**src/rtl/cpu_memory_arbiter.sv**
```systemverilog
// Shares one single-ported memory among NUM_CORES cores: one grant per cycle (round-robin or fixed
// priority), combinational memory port from the winner, pipelined read-return tracking.
module cpu_memory_arbiter #(
  parameter int NUM_CORES    = 2,
  parameter int ADDR_WIDTH   = 16,
  parameter int DATA_WIDTH   = 16,
  parameter int READ_LATENCY = 1,
  parameter int ARB_MODE     = 0
) (
  input  logic                             clock,
  input  logic                             reset,
  input  logic [NUM_CORES-1:0]             core_request,
  input  logic [NUM_CORES-1:0]             core_write_enable,
  input  logic [NUM_CORES*ADDR_WIDTH-1:0]  core_address,
  input  logic [NUM_CORES*DATA_WIDTH-1:0]  core_write_data,
  output logic [NUM_CORES-1:0]             core_grant,
  output logic [NUM_CORES-1:0]             core_read_valid,
  output logic [DATA_WIDTH-1:0]            core_read_data,
  input  logic [DATA_WIDTH-1:0]            memory_read_data,
  output logic                             memory_write_enable,
  output logic [ADDR_WIDTH-1:0]            memory_address,
  output logic [DATA_WIDTH-1:0]            memory_write_data
);
  localparam int IDX_W = (NUM_CORES > 1) ? $clog2(NUM_CORES) : 1;

  logic [IDX_W-1:0] ptr, ptr_nxt, gnt_idx, cand;
  logic             gnt_any, rd_issue;

  logic [READ_LATENCY:1]            vld_pipe;
  logic [READ_LATENCY:1][IDX_W-1:0] idx_pipe;

  // Scan in reverse so the last hit is the candidate nearest the search start.
  always_comb begin
    gnt_any = 1'b0;
    gnt_idx = '0;
    cand    = '0;
    if (!reset) begin
      if (ARB_MODE == 1) begin
        for (int i = NUM_CORES-1; i >= 0; i--) begin
          cand = IDX_W'(i);
          if (core_request[cand]) begin
            gnt_any = 1'b1;
            gnt_idx = cand;
          end
        end
      end else begin
        for (int off = NUM_CORES-1; off >= 0; off--) begin
          cand = IDX_W'((int'(ptr) + off) % NUM_CORES);
          if (core_request[cand]) begin
            gnt_any = 1'b1;
            gnt_idx = cand;
          end
        end
      end
    end
  end

  always_comb begin
    ptr_nxt = ptr;
    if (gnt_any)
      ptr_nxt = (gnt_idx == IDX_W'(NUM_CORES-1)) ? '0 : gnt_idx + IDX_W'(1);
  end

  always_ff @(posedge clock) begin
    if (reset) ptr <= '0;
    else       ptr <= ptr_nxt;
  end

  always_comb begin
    core_grant          = '0;
    memory_write_enable = 1'b0;
    memory_address      = '0;
    memory_write_data   = '0;
    rd_issue            = 1'b0;
    if (gnt_any) begin
      core_grant[gnt_idx] = 1'b1;
      memory_write_enable = core_write_enable[gnt_idx];
      memory_address      = core_address[int'(gnt_idx)*ADDR_WIDTH +: ADDR_WIDTH];
      memory_write_data   = core_write_data[int'(gnt_idx)*DATA_WIDTH +: DATA_WIDTH];
      rd_issue            = ~core_write_enable[gnt_idx];
    end
  end

  // Stage READ_LATENCY lines up with memory_read_data for the read granted that many cycles ago.
  always_ff @(posedge clock) begin
    if (reset) begin
      vld_pipe <= '0;
      idx_pipe <= '0;
    end else begin
      vld_pipe[1] <= rd_issue;
      idx_pipe[1] <= gnt_idx;
      for (int s = 2; s <= READ_LATENCY; s++) begin
        vld_pipe[s] <= vld_pipe[s-1];
        idx_pipe[s] <= idx_pipe[s-1];
      end
    end
  end

  always_comb begin
    core_read_valid = '0;
    core_read_data  = '0;
    if (!reset && vld_pipe[READ_LATENCY]) begin
      core_read_valid[idx_pipe[READ_LATENCY]] = 1'b1;
      core_read_data                          = memory_read_data;
    end
  end
endmodule

```
**config.mk**
```make
export PLATFORM = sky130hd
export DESIGN_NAME = cpu_memory_arbiter
export DESIGN_NICKNAME = d
export VERILOG_FILES = /design/src/rtl/cpu_memory_arbiter.sv
export SDC_FILE = /design/constraint.sdc
export NUM_CORES = 1
export LEC_CHECK = 0
export ABC_CLOCK_PERIOD_IN_PS = 3010
export CORE_ASPECT_RATIO = 0.8
export CORE_UTILIZATION = 23
export CTS_CLUSTER_DIAMETER = 60
export CTS_CLUSTER_SIZE = 25
export DETAILED_ROUTE_END_ITERATION = 8
export GPL_TIMING_DRIVEN = 0
export PLACE_DENSITY = 0.92
export REMOVE_ABC_BUFFERS = 1
export SETUP_SLACK_MARGIN = 0.4
export SLEW_MARGIN = 20
export SYNTH_ARGS = -nofsm -noshare
export SYNTH_HDL_FRONTEND = slang
export SYNTH_SLANG_ARGS = --single-unit
```
**constraint.sdc**
```tcl
create_clock -name clock -period 3.01 [get_ports clock]
set_input_delay 0.7525 -clock clock [delete_from_list [all_inputs] [get_ports clock]]
set_output_delay 0.7525 -clock clock [all_outputs]
set_load 0.1 [all_outputs]
```
==> summary.md, run 1 <==
| Metric | Value |
|---|---|
| Drt wl/cell | `between 10 and 15 um` |
| Critical path, cell by cell | `buf_4 > nor2b_2 > and2_1 > buf_4` |
| Die extent in x | `just under 70 um` |
| Routed WL | `~4.4 mm` |
| Yosys warnings | `0` |
| Vias per std cell | `roughly 5.0` |
| Final period util | `between 80% and 90%` |
| Initial drt markers | `43` |
| Non-Filler Instances | `293` |
| Core region area | `0.003198 mm^2` |
| Max-Cap Viols | `0` |
| Hold Crit Class | `flip-flop to flip-flop` |
| Crit Reg-Reg Startpoint | `ptr` |
| Pre-CTS setup slack | `-1.194 ns` |
| # DRC | `0` |
| Setup Viol. Count Final | `0` |
| VDD IR max | `approximately 0.17 mV` |
| CTS tree | `done` |
| Yosys reg bits | `3` |
| Number of global-route vias before repair | `around 1.3k` |
| I/O Buffers | `between 100 and 150` |
| P&R area growth vs syn | `180.8%` |
| Cell Rows | `18` |
| RSZ-0062 raised after global routing | `no` |
| Combinational Power Share | `77.4%` |
| Fin Clk Skew | `between 0.001 and 0.0015 ns` |
| Leak | `between 0.9 and 1 nW` |
| CTS H-Tree Depth | `1` |
| Die height | `between 50 and 60 um` |
| Final Hold Fails | `0` |
| CP dominant cell by count | `buf_4` |
| Area of the multi-input gates | `~660 um^2` |
| Clock Tree Buf Depth | `2` |
| Overall routing resource usage | `about a fifth` |
| FMAX | `397.0 MHz` |
| First-pass GRT wire length | `5.789 mm` |
| Syn Area/Cell | `between 6 and 7 um^2` |
| Share of post-route cells with drive strength above 1 | `just under 30%` |
| Post-route cell area | `between 0.002 and 0.0025 mm^2` |
| GRT overflow | `0` |
| Crit. Startpoint | `reset` |
| Clock power share | `16.2%` |
| Crit path largest cell delay | `approximately 0.29 ns` |
| Antenna Nets Post-Route | `0` |
| Post-synthesis sequential area ratio | `around 7.5%` |
| Power share of the sequential group | `under 10%` |
| Worst-Margin Slew | `roughly 0.43 ns` |
| PD cells | `324.4 mW/mm^2` |
| Endpoint type of the worst setup path | `output pin` |
| Via count | `~1.5k` |
| Root cell of the clock tree | `clkbuf_8` |
| Arrival time of the worst setup path | `1.77 ns` |
| Critical path's slowest cell | `nor2b_2` |
| Largest net degree at the start of global routing | `around 40` |
| Post-Synthesis Cell Area | `799.5 um^2` |
| Worst path required time | `roughly 2.3 ns` |
| Final WS setup | `around 0.49 ns` |
| I/O Pins | `between 100 and 150` |
| Pre-antenna DRT Iters | `4` |
| Number of inserted diodes | `0` |
| Min-delay src | `ptr` |
| Cts bufs inserted | `3` |
| Minimum clock period | `2.519 ns` |
| Hold_ws | `about 0.63 ns` |
| Critical path launch point type | `input port` |
| Outcome | `completed` |
| Psw | `approximately 390 uW` |
| HPWL Detailed | `around 2.7 mm` |
| Cells after DPL | `~280` |
| Gpl congestion | `0.6559` |
| Relative slew slack | `a little under three quarters` |
| Max-slew violations | `0` |
| CTS Sinks | `3` |
| Clock Latency Late Sink | `roughly 0.21 ns` |
| Gate count of the mapped netlist | `around 120` |
| Worst-path clk slew | `0.03 ns` |
| Initial antenna violation count | `0` |
| Delay-heaviest family, CP | `buffers and inverters` |
| Sw Ratio | `between 50 and 60%` |
| Die ar. | `~0.0037 mm^2` |
| Fillers | `roughly 280` |
| CP max FO | `41` |
| Placed Area | `0.002087 mm^2` |
| Netlist cell types | `15` |
| Final core utilization | `a little over two thirds` |
| WS Path Type | `input port to output pin` |
| Sequential Area | `between 60 and 70 um^2` |
| Count of buffer and inverter cells on the critical path | `2` |
| Nets | `340` |
| Initial core utilization | `between 20% and 30%` |
| Cell internal pwr | `around 340 uW` |
power groups by stage:
stage          logic, mW  registers (mW)  clock network, mW
3_5_place_dp       0.529          0.0453                  0
3_3_place_gp       0.528          0.0451                  0
6_report           0.564          0.0466              0.118
4_1_cts            0.540          0.0463              0.121
2_1_floorplan      0.327          0.0449                  0
5_1_grt            0.589          0.0471              0.125
cell usage after synthesis (all sizes together):
cell type	instances	area [um^2]
nor2b	3	21.27
dfxtp	3	60.06
a211oi	1	7.510
nor2	37	138.9
o31ai	1	7.510
a32oi	33	289.0
nand2	2	7.510
clkbuf	4	15.01
and2	17	106.4
nand2b	1	6.260
a21boi	1	18.77
buf	12	121.4
repair_timing:
item	in CTS	in global routing
pin swaps	0	4
gates cloned	2	3
buffers inserted	5	2
resized for setup	333	17
setup endpoints to repair	53	36
hold buffers	0	0
flip-flops by register name, indices dropped and copies added (netlist names):
name / count
idx_pipe: 1
ptr: 1
vld_pipe: 1
cell type report:
cell class	count	area share, %
sequential	3	2.676
tap	40	2.230
timing repair buffer	147	63.82
multi-input combinational	99	29.26
clock buffer	4	2.007
kinds of logic after synthesis:
family                 count (synthesis)  share of synthesized area (%)
AOI/OAI and AO/OA                     36                          40.38
buffers and inverters                 16                          17.06
DFF                                    3                          7.512
and+or+nand+nor                       60                          35.05
metal layers:
metal	GRT usage, %	wire (um)
met5	0	0
met4	6.250	0
met3	4.167	513
met2	38.56	2180
met1	23.63	1659
tightest hold or removal path: cells and delay by family (launching register included):
kind / cells / cell delay (ns)
flops: 1 / 0.40
simple gates: 1 / 0.14
compound gates: 1 / 0.05
cells in the final DEF, fill, tap and decap left out:
cell type,synthesis,layout
dfxtp_1,3,3
buf_4,0,47
clkbuf_8,0,3
a32oi_1,33,33
buf_6,5,13
clkdlybuf4s50_1,0,82
buf_8,3,1
nor2b_1,2,2
clkbuf_16,0,2
nand2b_4,0,2
nor2b_4,0,1
a21boi_4,1,2
nand2_1,2,2
buf_16,0,1
and2_1,17,17
buf_12,0,1
nor2_1,37,37
clkbuf_1,4,1
nor2b_2,1,1
a211oi_1,1,1
o31ai_1,1,1
final timing paths:
| kind | end | slack (ns) | depth (start not counted) |
|---|---|---|---|
| max | core_read_data[12] | 0.49 | 4 |
| min reg2reg | ptr | 0.63 | 2 |
| min | ptr | 0.63 | 2 |
| max reg2reg | vld_pipe | 1.74 | 3 |
metrics by stage:
stage | power [mW] | TNS, ns
6_report | 0.7283 | 0
3_3_place_gp | 0.5729 | -101.61
5_1_grt | 0.7605 | 0
2_1_floorplan | 0.3718 | -19.55
4_1_cts | 0.7074 | 0
3_5_place_dp | 0.5743 | -50.71
No activity file was read; power rests on OpenSTA's default activity.
==> run 2: changes to the inputs <==
--- a/config.mk
+++ b/config.mk
@@ -5,14 +5,14 @@
 export SDC_FILE = /design/constraint.sdc
 export NUM_CORES = 1
 export LEC_CHECK = 0
-export ABC_CLOCK_PERIOD_IN_PS = 3010
+export ABC_CLOCK_PERIOD_IN_PS = 2600
 export CORE_ASPECT_RATIO = 0.8
-export CORE_UTILIZATION = 23
+export CORE_UTILIZATION = 21
 export CTS_CLUSTER_DIAMETER = 60
 export CTS_CLUSTER_SIZE = 25
 export DETAILED_ROUTE_END_ITERATION = 8
 export GPL_TIMING_DRIVEN = 0
-export PLACE_DENSITY = 0.92
+export PLACE_DENSITY = 0.86
 export REMOVE_ABC_BUFFERS = 1
 export SETUP_SLACK_MARGIN = 0.4
 export SLEW_MARGIN = 20
==> constraint.sdc (replaced) <==
create_clock -name clock -period 2.6 [get_ports clock]
set_input_delay 0.65 -clock clock [delete_from_list [all_inputs] [get_ports clock]]
set_output_delay 0.65 -clock clock [all_outputs]
set_load 0.1 [all_outputs]
==> run 2 against run 1 <==
Net effect:
- combinational power increased by 23%
- die area increased by 9.2%
- sequential power increased by 19%
- first-iteration DRC count increased by 81%
- largest cell class unchanged
- clock skew increased by 0.0016 ns
- critical path depth unchanged
- utilization increased by 1.6 points
- count of clock-buffer cells in the layout unchanged
- non-clock buffer count increased by 4
- the run now ends with DRC left
- total power increased by 22%
- wire length increased by 16%
- clock power increased by 16%
==> summary.md, run 2 (synthesis results as in run 1) <==
| Metric | Value |
|---|---|
| Pre-antenna DRT Iters | `7 (+3)` |
| Combinational Power Share | `78.4% (+1.0 points)` |
| Most frequent cells in the layout | `buf_6, clkdlybuf4s50_1, nor2_1, a32oi_1, and2_1` |
| Non-Filler Instances | `303 (+3.4%)` |
| Clock Latency Late Sink | `0.22 ns (about the same)` |
| Number of global-route vias before repair | `1380 (+5.2%)` |
| Worst-path clk slew | `0.03 ns (about the same)` |
| Die height | `57.19 um (+4.5%)` |
| Cell Rows | `19 (+1)` |
| GR Util met1 | `26.93% (+3.3 points)` |
| Fin Clk Skew | `0.002655 ns (+0.001610 ns)` |
| Core region area | `0.003542 mm^2 (+11%)` |
| Share of post-route cells with drive strength above 1 | `33.72% (+4.5 points)` |
| VDD IR max | `0.2270 mV (+37%)` |
| Die ar. | `0.004060 mm^2 (+9.2%)` |
| Cts bufs inserted | `3 (unchanged)` |
| Outcome | `finished, violations left` |
| Setup TNS | `0 ns (unchanged)` |
| RSZ-0062 raised after global routing | `yes` |
| Most Crowded Layer GR | `met2` |
| Met2 GRT Util | `38.74% (+0.17 points)` |
| Initial drt markers | `78 (+81%)` |
| Largest registers | `idx_pipe x1, ptr x1, vld_pipe x1` |
| Cell internal pwr | `412.8 uW (+23%)` |
| Largest net degree at the start of global routing | `42 (+2.4%)` |
| WS Path Type | `input port to output pin` |
| Hold Crit Class | `flip-flop to flip-flop` |
| Via count | `1565 (+6.8%)` |
| Setup Viol. Count Final | `0 (unchanged)` |
| Relative slew slack | `76.42% (+4.8 points)` |
| Cells after DPL | `279 (+0.72%)` |
| Failing checks | `DRC` |
| FMAX | `442.1 MHz` |
| I/O Pins | `139 (unchanged)` |
| P&R area growth vs syn | `218.0%` |
| Max-Cap Viols | `0 (unchanged)` |
| Final period util | `between 80 and 90%` |
| Max-slew violations | `0 (unchanged)` |
| Power share of the sequential group | `6.2% (-0.2 points)` |
| HPWL Detailed | `2.652 mm (-2.1%)` |
| Drt wl/cell | `16.70 um (+12%)` |
| Routed WL | `5.061 mm (+16%)` |
| First-pass GRT wire length | `7.044 mm (+22%)` |
| Final core utilization | `71.78% (+1.6 points)` |
| Gpl congestion | `0.6889 (+5.0%)` |
| Antenna Nets Post-Route | `0 (unchanged)` |
| Post-route cell area | `0.002542 mm^2 (+13%)` |
| CP max FO | `1 (-98%)` |
| CTS H-Tree Depth | `1 (unchanged)` |
| Hold_buf cts | `0 (unchanged)` |
| CTS Sinks | `3 (unchanged)` |
| GRT overflow | `0 (unchanged)` |
| Final WS setup | `0.3383 ns (-0.1526 ns)` |
| Initial core utilization | `22.57% (-2.4 points)` |
| Die extent in x | `70.99 um (+4.5%)` |
| Placed Area | `0.002090 mm^2 (+0.12%)` |
| Initial antenna violation count | `0 (unchanged)` |
| # DRC | `10 (+10)` |
| Psw | `475.8 uW (+21%)` |
| Final Hold Fails | `0 (unchanged)` |
| Clock power share | `15.4% (-0.8 points)` |
| Leading cell type in the layout, fill and taps excluded | `buf_6` |
| Pre-CTS setup slack | `-1.428 ns (-0.2342 ns)` |
| Root cell of the clock tree | `clkbuf_8` |
| I/O Buffers | `138 (unchanged)` |
| Worst path required time | `1.95 ns (-0.31 ns)` |
| Nets | `348 (+2.4%)` |
| Critical path launch point type | `input port` |
| Leak | `1.185 nW (+23%)` |
| Endpoint type of the worst setup path | `output pin` |
| Worst-Margin Slew | `0.3536 ns (-0.07201 ns)` |
| Clock Tree Buf Depth | `2 (unchanged)` |
| Arrival time of the worst setup path | `1.61 ns (-0.16 ns)` |
| CTS tree | `done` |
| Minimum clock period | `between 2 and 2.5 ns` |
| Vias per std cell | `5.165 (+3.3%)` |
| Overall routing resource usage | `22.28% (+1.6 points)` |
| Overall power | `888.6 uW (+22%)` |
| Hold_ws | `0.5865 ns (-0.04568 ns)` |
| Met3 Track Usage GR | `5.124% (+0.96 points)` |
| Number of inserted diodes | `0 (unchanged)` |
| PD cells | `349.5 mW/mm^2 (+7.7%)` |
| Sw Ratio | `53.55% (-0.42 points)` |
run 2: final timing paths:
path / cells past startpoint / end / start / slack, ns
worst min register to register: 2 / ptr / ptr / 0.59
worst max-delay path: 4 / memory_address[5] / core_address[21] / 0.34
worst min-delay path: 2 / ptr / ptr / 0.59
worst max register to register: 3 / vld_pipe / ptr / 1.49
run 2: cell type report:
type | instances | area [um^2]
well taps | 42 | 52.55
fillers | 267 | 999.7
multi-input cells | 103 | 734.5
clock buffers | 4 | 45.04
flip-flops and latches | 3 | 61.31
repair buffers | 151 | 1649
run 2: power groups by stage:
| stage | clock [mW] | sequential [mW] | combinational [mW] |
|---|---|---|---|
| after floorplan | 0 | 0.0520 | 0.378 |
| final | 0.137 | 0.0554 | 0.696 |
| after global placement | 0 | 0.0521 | 0.612 |
| after detailed placement | 0 | 0.0523 | 0.615 |
| after global routing | 0.145 | 0.0559 | 0.721 |
| after CTS | 0.137 | 0.0545 | 0.675 |
run 2: what timing repair did:
action | in CTS | in global routing
endpoints found under the setup margin | 53 | 53
setup buffers | 5 | 7
gates cloned | 6 | 2
endpoints found under the hold margin | 0 | 0
pin swaps | 40 | 25
gates resized for setup | 408 | 25
run 2: critical path, cell delays in order:
cell             delay, ns
clkdlybuf4s50_1       0.46
a32oi_1               0.08
nor2_1                0.17
buf_6                 0.25
run 2: layer usage:
| metal | vias up | part of all wire [%] |
|---|---|---|
| li1 | 741 | - |
| met1 | 723 | 39 |
| met2 | 94 | 50 |
| met3 | 7 | 8.7 |
| met4 | 0 | 1.9 |
| met5 | - | 0 |
==> RTL edit 1: new RTL, settings of run 2 <==
`DATA_WIDTH`: 16 -> 20.
--- a/src/rtl/cpu_memory_arbiter.sv
+++ b/src/rtl/cpu_memory_arbiter.sv
@@ -3,7 +3,7 @@
 module cpu_memory_arbiter #(
   parameter int NUM_CORES    = 2,
   parameter int ADDR_WIDTH   = 16,
-  parameter int DATA_WIDTH   = 16,
+  parameter int DATA_WIDTH   = 20,
   parameter int READ_LATENCY = 1,
   parameter int ARB_MODE     = 0
 ) (
Ports: changed (resized core_read_data, core_write_data, memory_read_data and memory_write_data); port bits go from 139 to 159. No check against the original RTL was run, so the function may have changed too.
==> RTL edit 1 against run 2 <==
- worst hold slack better by 25 ps
- fmax is 4.7% lower
- clock skew is 1.8 ps lower
- routed wire length is 25% higher
- first-iteration DRC count is 54% lower
- combinational power is 23% higher
- highest routed layer unchanged
- area after synthesis is 4.2% higher
- total power is 18% higher
- setup slack worse by 110 ps
- critical endpoint is now memory_address[15]
- critical path depth is 3 higher
- sequential cell count stayed put
- cell area is 19% higher
==> RTL edit 1: results (changes against run 2) <==
- Largest net degree at the start of global routing: 24 (was 42)
- Initial DRT Pass Iterations: 5 (was 7)
- Number of global-route vias before repair: 1,664 (was 1,380)
- Placed cells: 326 (was 279)
- Nets: 392 (was 348)
- Total track usage: 25.8% (was 22.3%)
- Main synth FF type: dfxtp_1 (unchanged)
- CP Max Fanout: 6 (was 1)
- Rel. slew slack: 80.2% (was 76.4%)
- I/O Buffers: 158 (was 138)
- WL/cell: 18.2 um (was 16.7 um)
- Post-synth top cells: 41 x nor2_1, 37 x a32oi_1, 21 x and2_1 (was 37 x nor2_1, 33 x a32oi_1, 17 x and2_1)
- Initial antenna violation count: 0 (unchanged)
- Iter 0 DRT Violations: 36 (was 78)
- Post-synthesis average cell area: 6.41 um^2 (was 6.95 um^2)
- Area contributors post-synth: a32oi_1 39%, nor2_1 18%, and2_1 16%, dfxtp_1 7.2%, buf_2 3.6% (was a32oi_1 36%, nor2_1 17%, and2_1 13%, dfxtp_1 7.5%, buf_6 7.0%)
- Global-route wire length before repair: 8310 um (was 7040 um)
- Placed wire-length estimate: 3580 um (was 2650 um)
- Via density per instance: 5.15 (was 5.17)
- Pleak: 1.24 nW (was 1.18 nW)
- Clk_skew: 0.837 ps (was 2.65 ps)
- CTS resizes: 442 (was 408)
- Layout cells sized above 1: 36.9% (was 33.7%)
- Outcome: completed (was finished with violations)
- Max incr delay on CP: 250 ps (was 460 ps)
- CTS H-Tree Depth: 1 (unchanged)
- Critical Path AT: 1720 ps (was 1610 ps)
- Crit path max-delay cell type: buf_6 (was clkdlybuf4s50_1)
- Max VDD drop: 0.000170 V (was 0.000227 V)
- Routed via count: 1,791 (was 1,565)
- Hold path cells: 2 (unchanged)
- RD Place Congestion: 0.735 (was 0.689)
- Sequential share of the synthesized area: 7.21% (was 7.51%)
- # Post-CTS Setup Buffers: 6 (was 5)
==> RTL edit 1: cell count changes after synthesis, sizes merged <==
cell / delta
a32oi: +4
and2: +4
clkbuf: +3
nor2: +4
==> RTL edit 1: stage by stage <==
stage          cell area (um^2)  setup WS, ps  utilization, %
6_report                   3030           226            79.7
5_1_grt                    3030           164            79.7
4_1_cts                    2810           283            73.8
3_5_place_dp               2430         -1290            64.0
3_3_place_gp               2380         -2930            62.5
2_1_floorplan               728          -978               -
==> RTL edit 1: cells by family (layout without fill, tap and decap cells) <==
| family | after synthesis | count (layout) | synth area share, % |
|---|---|---|---|
| flip-flops | 3 | 3 | 7.21 |
| AO/OA/AOI/OAI | 40 | 40 | 42.0 |
| AND/OR/NAND/NOR | 68 | 74 | 38.1 |
| buffers and inverters | 19 | 176 | 12.6 |
==> RTL edit 1: per-layer routing <==
metal	wire [um]	global-route usage, %
met5	0	0
met4	110	8.12
met3	488	4.79
met2	3280	47.4
met1	2470	30.4
==> RTL edit 1: final timing paths <==
check / start / end / slack [ps]
max: core_request[1] / memory_address[15] / 230
min: ptr / ptr / 610
max reg2reg: ptr / vld_pipe / 1440
min reg2reg: ptr / ptr / 610
==> RTL edit 1: final cells by class <==
class | count | area, um^2
fill | 236 | 772
tap | 55 | 68.8
multi-input combinational | 114 | 868
timing repair buffer | 172 | 1990
clock buffer | 4 | 45.0
sequential | 3 | 60.1
==> RTL edit 1: critical path: cells and delay by family <==
kind | cells | cell delay [ps]
simple gates | 1 | 160
buf+inv | 4 | 660
compound gates | 2 | 250
==> RTL edit 1: power by group <==
part | switching (mW) | internal (mW) | total [mW]
Combinational | 0.515 | 0.339 | 0.854
Sequential | 0.00450 | 0.0496 | 0.0541
Clock | 0.0328 | 0.105 | 0.138
Total | 0.552 | 0.493 | 1.05
==> RTL edit 2: new RTL, settings of run 2 <==
Made on the original files. Reset style: asynchronous (`reset`), changed in 2 clocked blocks.
--- a/src/rtl/cpu_memory_arbiter.sv
+++ b/src/rtl/cpu_memory_arbiter.sv
@@ -61,7 +61,7 @@
       ptr_nxt = (gnt_idx == IDX_W'(NUM_CORES-1)) ? '0 : gnt_idx + IDX_W'(1);
   end
 
-  always_ff @(posedge clock) begin
+  always_ff @(posedge clock or posedge reset) begin
     if (reset) ptr <= '0;
     else       ptr <= ptr_nxt;
   end
@@ -82,7 +82,7 @@
   end
 
   // Stage READ_LATENCY lines up with memory_read_data for the read granted that many cycles ago.
-  always_ff @(posedge clock) begin
+  always_ff @(posedge clock or posedge reset) begin
     if (reset) begin
       vld_pipe <= '0;
       idx_pipe <= '0;
Formal check against the unedited RTL: no difference found for any inputs over 10 cycles, from zero or initial values and one cycle with reset high; that may be too few to reach the edited logic, so the function may still have changed.
==> RTL edit 2 against run 2 <==
- total power increased by 64%
- clock skew decreased by 2.5 ps
- count of clock-buffer cells in the layout unchanged
- synthesized cell count increased by 34%
- area after synthesis increased by 67%
- clock power increased by 4%
- worst hold slack got worse by 60 ps
- sequential cell count unchanged
- cell area increased by 70%
- critical path type unchanged
- routed wire length increased by 53%
- non-clock buffer count increased by 6
- setup slack got worse by 64 ps
==> RTL edit 2: results (changes against run 2) <==
- Outcome: completed (was finished with violations)
- WL final: 7740 um (was 5060 um)
- Unique masters post-synth: 19 (was 15)
- CP Launch Point: core_request[0] (was core_address[21])
- Synth Instances: 154 (was 115)
- P_seq: 0.0613 mW (was 0.0554 mW)
- Main synth FF type: dfrtp_1 (was dfxtp_1)
- CTS resizes: 576 (was 408)
- Non-CTS buffers: 157 (was 151)
- Fraction of area in registers: 1.73% (was 2.41%)
- Layout clock area frac: 1.04% (was 1.77%)
- Fill cells: 386 (was 267)
- Non-clock buffer share: 52.2% (was 64.9%)
- Pleak: 1.72 nW (was 1.18 nW)
- Placed cell area: 2750 um^2 (was 2090 um^2)
- Clk_skew: 0.155 ps (was 2.65 ps)
- Sw frac: 51.2% (was 53.5%)
- Worst R2R Path Depth: 4 (was 3)
- Pre-CTS WS: -1230 ps (was -1430 ps)
- Minimum clock period: 2330 ps (was 2260 ps)
- Combinational gate power: 1.25 mW (was 0.696 mW)
- Number of global-route vias before repair: 1,956 (was 1,380)
- Async SR Flop Fraction: 100% (was 0%)
- Worst Setup EP: memory_address[10] (was memory_address[5])
- Sequential share of the synthesized area: 5.61% (was 7.51%)
- Critical Path AT: 1680 ps (was 1610 ps)
- Total track usage: 19.9% (was 22.3%)
- Min-delay worst type: in -> async (was reg -> reg)
- Inverter count: 2 (was 0)
- R2R setup slack: 1380 ps (was 1490 ps)
- Layout cells sized above 1: 54.7% (was 33.7%)
- Tightest Pin Transition: 367 ps (was 354 ps)
- Largest net degree at the start of global routing: 37 (was 42)
- Routed via count: 1,840 (was 1,565)
- Initial DRT Pass Iterations: 4 (was 7)
- CP Max Fanout: 10 (was 1)
- Area contributors post-synth: o32ai_2 34%, nand2b_1 31%, and2_1 8.0%, buf_6 6.7%, dfrtp_1 5.6% (was a32oi_1 36%, nor2_1 17%, and2_1 13%, dfxtp_1 7.5%, buf_6 7.0%)
- Footprint of the multi-input gates: 1830 um^2 (was 734 um^2)
- Seq cells: 3 (unchanged)
- Global-route wire length before repair: 10,300 um (was 7040 um)
- Hold_ws: 526 ps (was 587 ps)
- Placed cells: 356 (was 279)
- Area growth from synthesis to layout: 224% (was 218%)
- Placed wire-length estimate: 3770 um (was 2650 um)
- RD Place Congestion: 0.621 (was 0.689)
- Reg2reg end: vld_pipe (unchanged)
- Max VDD drop: 0.000143 V (was 0.000227 V)
- Iter 0 DRT Violations: 29 (was 78)
- Comb_multi_in: 132 (was 103)
- Post-synth top cells: 66 x nand2b_1, 28 x o32ai_2, 17 x and2_1 (was 37 x nor2_1, 33 x a32oi_1, 17 x and2_1)
- Pwr Total: 1.46 mW (was 0.889 mW)
-- RTL edit 2: cell count changes in the layout (fill, tap and decap cells not counted), moves of 9 or more --
cell	before	now
buf_12	3	50
buf_6	57	12
nor2_1	36	0
nand2b_4	3	36
nand2b_1	0	30
a32oi_1	29	0
o32ai_4	0	28
dlygate4sd2_1	15	33
clkdlybuf4s50_1	54	45
dlymetal6s2s_1	13	4
-- RTL edit 2: critical path, cell delays in order --
cell,delay [ps]
buf_6,100
nor2b_4,140
buf_12,160
buf_6,140
o32ai_4,250
buf_12,210
-- RTL edit 2: layer usage --
metal | wire length, um | track usage (%)
met5 | 0 | 0
met4 | 126 | 4.94
met3 | 402 | 3.62
met2 | 4520 | 40.9
met1 | 2690 | 21.2
-- RTL edit 2: kinds of logic (layout without fill, tap and decap cells) --
kind of cell,after synthesis,count (layout),share of synthesized area [%]
AND/OR/NAND/NOR,93,96,43.5
AO/OA/AOI/OAI,36,36,39.4
flip-flops,3,3,5.61
buffers and inverters,22,163,11.5
